## config.mk

```make
export PLATFORM = sky130hd
export DESIGN_NAME = alu_arbiter_flat
export DESIGN_NICKNAME = d
export VERILOG_FILES = /design/src/rtl/alu_arbiter_if.sv /design/src/rtl/alu_arbiter.sv /design/src/flat_wrapper.sv
export SDC_FILE = /design/constraint.sdc
export NUM_CORES = 1
export LEC_CHECK = 0
export ABC_AREA = 1
export BUFFER_PORTS_ARGS = -buffer_cell sky130_fd_sc_hd__buf_2
export CAP_MARGIN = 40
export CORE_AREA = 2 2 113 115
export DETAILED_ROUTE_END_ITERATION = 6
export DIE_AREA = 0 0 115 117
export HOLD_SLACK_MARGIN = 0.06
export PLACE_DENSITY = 0.84
export SLEW_MARGIN = 5
export SYNTH_ARGS = -nofsm -noshare
export SYNTH_HDL_FRONTEND = slang
export SYNTH_SLANG_ARGS = --single-unit
```

## constraint.sdc

```tcl
create_clock -name clk -period 1.5 [get_ports clk]
set_input_delay 0.15 -clock clk [delete_from_list [all_inputs] [get_ports clk]]
set_output_delay 0.15 -clock clk [all_outputs]
set_load 0.005 [all_outputs]
```

## src/rtl/alu_arbiter_if.sv

```systemverilog
// Request/response bundle between the ALU requesters and the ALU arbiter.
// Per-requester fields are packed side by side; slice i belongs to requester i.
interface alu_arbiter_if #(
  parameter int unsigned NREQ = 2,
  parameter int unsigned W    = 32
);
  logic [NREQ-1:0]   req_valid;
  logic [NREQ-1:0]   req_ready;
  logic [NREQ-1:0]   req_lock;
  logic [4*NREQ-1:0] req_op;
  logic [W*NREQ-1:0] req_a;
  logic [W*NREQ-1:0] req_b;
  logic [NREQ-1:0]   rsp_valid;
  logic [NREQ-1:0]   rsp_ready;
  logic [W-1:0]      rsp_data;
  logic              rsp_carry;
  logic              rsp_z;

  modport master (
    output req_valid, req_lock, req_op, req_a, req_b, rsp_ready,
    input  req_ready, rsp_valid, rsp_data, rsp_carry, rsp_z
  );

  modport slave (
    input  req_valid, req_lock, req_op, req_a, req_b, rsp_ready,
    output req_ready, rsp_valid, rsp_data, rsp_carry, rsp_z
  );
endinterface

```

## src/rtl/alu_arbiter.sv

```systemverilog
// Round-robin arbiter/sequencer sharing one execute-stage ALU among NREQ requesters,
// with an optional per-op lock that keeps the grant for chained sequences.
module alu_arbiter #(
  parameter int unsigned NREQ = 2,
  parameter int unsigned W    = 32
) (
  input  logic         clk,
  input  logic         rst_n,
  alu_arbiter_if.slave bus,
  output logic         alu_ex,
  output logic [3:0]   alu_op,
  output logic [W-1:0] alu_op1,
  output logic [W-1:0] alu_op2,
  input  logic [W-1:0] alu_res,
  input  logic         alu_carry,
  input  logic         alu_z,
  output logic         busy
);

  localparam int unsigned GW = (NREQ > 1) ? $clog2(NREQ) : 1;

  typedef enum logic [1:0] {
    IDLE,
    ISSUE,
    RESP
  } state_t;

  state_t          state;
  logic [GW-1:0]   last_grant;
  logic            lock_q;
  logic [NREQ-1:0] rsp_valid_q;

  logic [GW-1:0]   winner_c;
  logic            any_valid_c;
  logic            found_c;
  int unsigned     idx_c;

  // Winner: lock owner if it still requests, else first valid index after last_grant.
  always_comb begin
    winner_c    = last_grant;
    any_valid_c = |bus.req_valid;
    found_c     = 1'b0;
    idx_c       = 0;
    if (lock_q && bus.req_valid[last_grant]) begin
      winner_c = last_grant;
    end else begin
      for (int unsigned i = 1; i <= NREQ; i++) begin
        idx_c = (32'(last_grant) + i) % NREQ;
        if (!found_c && bus.req_valid[GW'(idx_c)]) begin
          found_c  = 1'b1;
          winner_c = GW'(idx_c);
        end
      end
    end
  end

  assign bus.req_ready = (rst_n && state == IDLE && any_valid_c) ?
                         (NREQ'(1) << winner_c) : '0;
  assign bus.rsp_valid = rsp_valid_q;
  assign bus.rsp_data  = alu_res;
  assign bus.rsp_carry = alu_carry;
  assign bus.rsp_z     = alu_z;

  // Sequencer: accept -> one-cycle ALU issue -> hold response until consumed.
  always_ff @(posedge clk or negedge rst_n) begin
    if (!rst_n) begin
      state       <= IDLE;
      last_grant  <= GW'(NREQ - 1);
      lock_q      <= 1'b0;
      alu_ex      <= 1'b0;
      alu_op      <= '0;
      alu_op1     <= '0;
      alu_op2     <= '0;
      rsp_valid_q <= '0;
      busy        <= 1'b0;
    end else begin
      unique case (state)
        IDLE: begin
          if (any_valid_c) begin
            alu_op     <= bus.req_op[32'(winner_c) * 32'd4 +: 4];
            alu_op1    <= bus.req_a[32'(winner_c) * W +: W];
            alu_op2    <= bus.req_b[32'(winner_c) * W +: W];
            last_grant <= winner_c;
            lock_q     <= bus.req_lock[winner_c];
            alu_ex     <= 1'b1;
            busy       <= 1'b1;
            state      <= ISSUE;
          end else begin
            // Owner dropped its request: the lock lapses.
            lock_q <= 1'b0;
          end
        end
        ISSUE: begin
          alu_ex      <= 1'b0;
          rsp_valid_q <= NREQ'(1) << last_grant;
          state       <= RESP;
        end
        RESP: begin
          if (bus.rsp_ready[last_grant]) begin
            rsp_valid_q <= '0;
            busy        <= 1'b0;
            state       <= IDLE;
          end
        end
        default: begin
          alu_ex      <= 1'b0;
          rsp_valid_q <= '0;
          busy        <= 1'b0;
          state       <= IDLE;
        end
      endcase
    end
  end

endmodule

```

## src/flat_wrapper.sv

```systemverilog
// flat-port wrapper written by rule: the top's interface ports become plain ports
module alu_arbiter_flat 
#(
  parameter int unsigned NREQ = 2,
  parameter int unsigned W    = 32
)
  (clk, rst_n, alu_ex, alu_op, alu_op1, alu_op2, alu_res, alu_carry, alu_z, busy, bus_req_valid, bus_req_lock, bus_req_op, bus_req_a, bus_req_b, bus_rsp_ready, bus_req_ready, bus_rsp_valid, bus_rsp_data, bus_rsp_carry, bus_rsp_z);
  alu_arbiter_if #(.NREQ(NREQ), .W(W)) bus_i ();
  input  logic clk;
  input  logic rst_n;
  output logic alu_ex;
  output logic [3:0] alu_op;
  output logic [W-1:0] alu_op1;
  output logic [W-1:0] alu_op2;
  input  logic [W-1:0] alu_res;
  input  logic alu_carry;
  input  logic alu_z;
  output logic busy;
  input wire logic [$bits(bus_i.req_valid)-1:0] bus_req_valid;
  input wire logic [$bits(bus_i.req_lock)-1:0] bus_req_lock;
  input wire logic [$bits(bus_i.req_op)-1:0] bus_req_op;
  input wire logic [$bits(bus_i.req_a)-1:0] bus_req_a;
  input wire logic [$bits(bus_i.req_b)-1:0] bus_req_b;
  input wire logic [$bits(bus_i.rsp_ready)-1:0] bus_rsp_ready;
  output wire logic [$bits(bus_i.req_ready)-1:0] bus_req_ready;
  output wire logic [$bits(bus_i.rsp_valid)-1:0] bus_rsp_valid;
  output wire logic [$bits(bus_i.rsp_data)-1:0] bus_rsp_data;
  output wire logic [$bits(bus_i.rsp_carry)-1:0] bus_rsp_carry;
  output wire logic [$bits(bus_i.rsp_z)-1:0] bus_rsp_z;
  assign bus_i.req_valid = bus_req_valid;
  assign bus_i.req_lock = bus_req_lock;
  assign bus_i.req_op = bus_req_op;
  assign bus_i.req_a = bus_req_a;
  assign bus_i.req_b = bus_req_b;
  assign bus_i.rsp_ready = bus_rsp_ready;
  assign bus_req_ready = bus_i.req_ready;
  assign bus_rsp_valid = bus_i.rsp_valid;
  assign bus_rsp_data = bus_i.rsp_data;
  assign bus_rsp_carry = bus_i.rsp_carry;
  assign bus_rsp_z = bus_i.rsp_z;
  alu_arbiter #(.NREQ(NREQ), .W(W)) u_core (.clk(clk), .rst_n(rst_n), .bus(bus_i), .alu_ex(alu_ex), .alu_op(alu_op), .alu_op1(alu_op1), .alu_op2(alu_op2), .alu_res(alu_res), .alu_carry(alu_carry), .alu_z(alu_z), .busy(busy));
endmodule
```

**Word level (Yosys, flattened, before mapping)**

Index checks and enable logic that the tools add are counted.

- Register bits after elaboration: 76
- Input port bits: 178

- Add/sub/neg operators: 2
- Order comparisons: 4
- Equal/unequal tests: 4
- Shift-type cells: 5
- Mux-type cells: 25
- Bitwise logic cells: 3
- Reductions and logical operators: 12

Operators with widths:

| kind | number |
|---|---|
| 64-bit by 7-bit variable part select with 32-bit output | 2 |
| 1-bit 2-to-1 mux | 18 |
| 2-bit one-hot mux with 3 select lines | 2 |
| 1-bit by 2-bit less-than comparator with 1-bit output (second input constant) | 4 |
| 2-bit AND reduction | 4 |
| 8-bit by 4-bit variable part select with 4-bit output | 1 |
| 2-bit 2-to-1 mux | 3 |
| 1-bit logical AND | 4 |
| 2-bit by 1-bit != test with 1-bit output (second input constant) | 2 |
| 1-bit by 1-bit left shift with 2-bit output (first input constant) | 2 |
| 1-bit NOT | 3 |
| 1-bit one-hot mux with 3 select lines | 1 |
| 3-bit AND reduction | 1 |
| 1-bit adder (second input constant) | 2 |
| 2-bit by 1-bit equality test with 1-bit output (second input constant) | 1 |
| 2-bit equality test (second input constant) | 1 |
| 2-bit logical NOT | 1 |
| 1-bit one-hot mux with 2 select lines | 1 |
| 2-bit OR reduction | 1 |
| 1-bit logical NOT | 1 |

**Longest topological paths before layout**

- Depth in word-level cells: 12
- Depth in mapped cells: 8
- Gate-level depth less buffers: 6

**Worst setup path before layout**

No wires, ideal clock.

- Path kind: flip-flop to flip-flop
- Start point: register u_core.last_grant
- End point: register u_core.alu_op1[11]
- Arrival: 1.204 ns
- Required time: 1.383 ns
- Slack: 0.179 ns
- Stages on the path, launching flop included: 8
- Period minus slack after synthesis: 1.321 ns
- Cells stage by stage: dfstp_2 > inv_2 > nand2_2 > buf_4 > buf_2 > nand3_1 > nand3_1 > nand2_1

- Word-level cells in the longest chain between the ends: 10

Ends and longest elaborated chain:

| element | RTL line | RTL |
|---|---|---|
| from (decl) | alu_arbiter.sv:29 | `logic [GW-1:0] last_grant;` |
| from (signal assigned) | alu_arbiter.sv:68 | `last_grant <= GW'(NREQ - 1);` |
| from (signal assigned) | alu_arbiter.sv:83 | `last_grant <= winner_c;` |
| 1-bit adder | alu_arbiter.sv:48 | `idx_c = (32'(last_grant) + i) % NREQ;` |
| 1-bit 2-to-1 mux (not written as such) (2 in a row) | alu_arbiter.sv:49 | `if (!found_c && bus.req_valid[GW'(idx_c)]) begin` |
| 1-bit 2-to-1 mux | alu_arbiter.sv:49 |  |
| 1-bit 2-to-1 mux | alu_arbiter.sv:44 | `if (lock_q && bus.req_valid[last_grant]) begin` |
| 1-bit logical NOT | alu_arbiter.sv:49 |  |
| 1-bit logical AND | alu_arbiter.sv:49 |  |
| 1-bit 2-to-1 mux | alu_arbiter.sv:49 |  |
| 1-bit 2-to-1 mux (*) | alu_arbiter.sv:44 |  |
| 64-bit by 7-bit variable part select with 32-bit output (*) | alu_arbiter.sv:81 | `alu_op1 <= bus.req_a[32'(winner_c) * W +: W];` |
| to (signal assigned) | alu_arbiter.sv:81 |  |
| to (decl) | alu_arbiter.sv:12 | `output logic [W-1:0] alu_op1,` |

Mark *: on every way between the ends. The rest lies on a longest branch, timed or not. The select of a mux whose other input is x is not followed.
A chain may end at the register's enable or synchronous reset.

**Final worst setup path**

- Start point: register u_core.state[1]
- End point: output bus_req_ready[0]

- Word-level cells in the longest chain between the ends: 4

Ends and longest elaborated chain:

| element | RTL line | RTL |
|---|---|---|
| from (decl) | alu_arbiter.sv:28 | `state_t state;` |
| from (signal assigned) | alu_arbiter.sv:67 | `state <= IDLE;` |
| from (signal assigned) | alu_arbiter.sv:87 | `state <= ISSUE;` |
| from (signal assigned) | alu_arbiter.sv:96 | `state <= RESP;` |
| 2-bit logical NOT | alu_arbiter.sv:57 | `assign bus.req_ready = (rst_n && state == IDLE && any_valid_c) ?` |
| 1-bit logical AND (2 in a row) | alu_arbiter.sv:57 |  |
| 2-bit 2-to-1 mux | alu_arbiter.sv:57 |  |
| to (decl) | flat_wrapper.sv:25 | `output wire logic [$bits(bus_i.req_ready)-1:0] bus_req_ready;` |

No other way between the ends.

==> results.ini <==
[outcome]
outcome=complete, but fails checks
violations=negative setup slack

[finish]
fin_area_sq_mm=0.00619
diodes=0
final_cells=1013
fin_nets=1036
layout-drive-gt1-share_pct=31.9
syn_to_final_growth_pct=33.1

[placement]
port_buffers=217
place_hpwl_um=9050
place_area_sq_mm=0.00564
dp.cells=979
gp_congestion=0.821

[critical_path]
path_cells=or2_4 -> nor2_4 -> buf_6 -> inv_6 -> nor3_2 -> buf_2
path_buf_inv=3
crit_fanout=4
cpMaxStageDelayCell=dfrtp_1
crit_path_start_kind=flop
cp-end-kind=primary output
worst-setup-path-type=flop to primary output
slowest_delay_ns=0.37
cp_top_family=simple AND/OR/NAND/NOR gates
r2r_cells=8
cp.arrival_ns=1.51
cp.required_ns=1.35
cp.depth=6

[floorplan]
start_util_pct=37.7
row_count=41
core_area_sq_mm=0.0123
io_pins=286
fp.dieW_um=115
die_h_um=117
die-area_sq_mm=0.0135

[clocking]
h-tree-depth=3
numCtsBuffers=9
clkSinkCount=76
path_clk_slew_ns=0.06
cts_tree=done
clock_path_buffers=2
cts_root_buf=clkbuf_16
clock_latency_ns=0.33

[sta]
finalHoldViolations=0
fin_crit_sh_pct=111
tns_ns=-4.05
setup_ws_ns=-0.159
setup_violations=71
whs_ns=0.129
grt_setup_unrepaired=true
drv_slew=0
skew_ns=0.00360
maxSlewHeadroom_pct=73.1
period_minus_slack_ns=1.66
fmax_mhz=603
worst-slew-pin-transition_ns=0.404

[global_routing]
grt_pass1_vias=4483
grt_pass1_wl_um=21000
grt_max_degree=77
grtUsageTotal_pct=19.8
gr-total-overflow=0
antenna_found_initial=0

[route]
vias=4847
wl_per_cell_um=14.0
viasPerCell=4.78
routed_wirelength_um=14100
ant_nets=0
drc=0
dr.pass1.iters=5
drt-initial-drc-count=326

[synth]
yosys_warnings=0
synth.net_count=850
synth_cells=672
yosysUniqueCellTypes=17
avgSynthCellArea_sq_um=6.92
netlist_area_sq_mm=0.00465
ys_ff_latch=76
yosysSeqAreaShare_pct=41.0

[worst_hold_path]
hold_path_depth=5
hold_class=primary input to flop

[power_and_ir_drop]
ir_drop_uv=870
power.density_mw_per_mm2=1920
p_leak_nw=3.93
power_mw=11.9

[flow_run]
maxCapViolCount=0

## final timing paths
kind	startpoint	endpoint	slack, ns
setup / recovery	u_core.state[1]	bus_req_ready[0]	-0.16
hold / removal	bus_req_b[42]	u_core.alu_op2[10]	0.13
setup reg to reg	u_core.state[1]	u_core.alu_op1[19]	-0.08
hold reg to reg	u_core.alu_op2[21]	u_core.alu_op2[21]	0.47
max in group asynchronous	rst_n	u_core.last_grant	0.75
min in group asynchronous	rst_n	u_core.alu_op1[31]	0.41
## area by class of cell
class                           instances  area [sq um]
Fill cell                            1232          6120
Sequential cell                        76          1900
Multi-Input combinational cell        375          1720
Timing Repair Buffer                  252          1580
Inverter                              144           546
Clock buffer                           13           240
Tap cell                              150           188
Clock inverter                          3          15.0
## placed cells by master (no fill, tap or decap), types with 4 or more instances in the layout
cell type  instances
buf_12             7
buf_2            216
buf_4             17
buf_6              5
clkbuf_1           4
clkbuf_16         13
dfrtp_1           75
inv_1            142
nand2_1          150
nand3_1          208
o21ai_0            5
## per-layer routing
metal / GRT usage [%] / wire (um) / vias to the layer above
li1: - / - / 2410
met1: 24.4 / 6060 / 2210
met2: 33.8 / 6770 / 201
met3: 4.07 / 1000 / 26
met4: 8.51 / 303 / 0
met5: 0 / 0 / -
## cells in the mapped netlist
cell type	count	share of area (%)
inv_2	2	0.16
nand3_1	208	22
buf_6	8	1.9
or2_1	1	0.13
buf_4	36	5.8
nand2_1	153	12
clkbuf_1	14	1.1
nand3_2	2	0.43
inv_1	142	11
nor2_1	3	0.24
dfrtp_1	75	40
buf_2	19	2.0
dfstp_2	1	0.57
nand2_2	1	0.13
nor2_2	1	0.13
nor3_1	1	0.11
o21ai_0	5	0.54
## state kept, by name (all words and copies together), names as in the netlist
| signal | count |
|---|---|
| u_core.alu_op1 | 32 |
| u_core.alu_op2 | 32 |
| u_core.alu_op | 4 |
| u_core.bus.rsp_valid | 2 |
| u_core.state | 2 |
| u_core.alu_ex | 1 |
| u_core.busy | 1 |
| u_core.last_grant | 1 |
| u_core.lock_q | 1 |
## power by group
| part | internal, mW | switching, mW |
|---|---|---|
| combinational | 2.83 | 3.47 |
| sequential | 3.11 | 0.564 |
| clock | 1.11 | 0.789 |
## worst min-delay path, cell delays in order
cell	delay, ns
buf_2	0.08
inv_1	0.03
nand3_1	0.06
nand3_1	0.06
nand2_1	0.05
## cell families after synthesis
kind of cell           share of synthesized area, %
AO/OA/AOI/OAI                                 0.538
AND/OR/NAND/NOR                                35.9
flip-flops                                     41.0
buffers and inverters                          22.6
## per-stage QoR
stage / setup slack [ns] / utilization [%]
2_1_floorplan: 0.179 / -
3_3_place_gp: 0.0466 / 45.8
3_5_place_dp: 0.0192 / 45.8
4_1_cts: -0.197 / 48.8
5_1_grt: -0.230 / 50.3
6_report: -0.159 / 50.3
## repair_timing
item / in CTS / in global routing
hold buffers: 1 / 0
gates resized for setup: 5 / 8
setup buffers: 8 / 1
hold endpoints to repair: 75 / 0
endpoints found under the setup margin: 2 / 72
cloned: 1 / 7
pin swaps: 2 / 4
No activity file was read; power rests on OpenSTA's default activity.
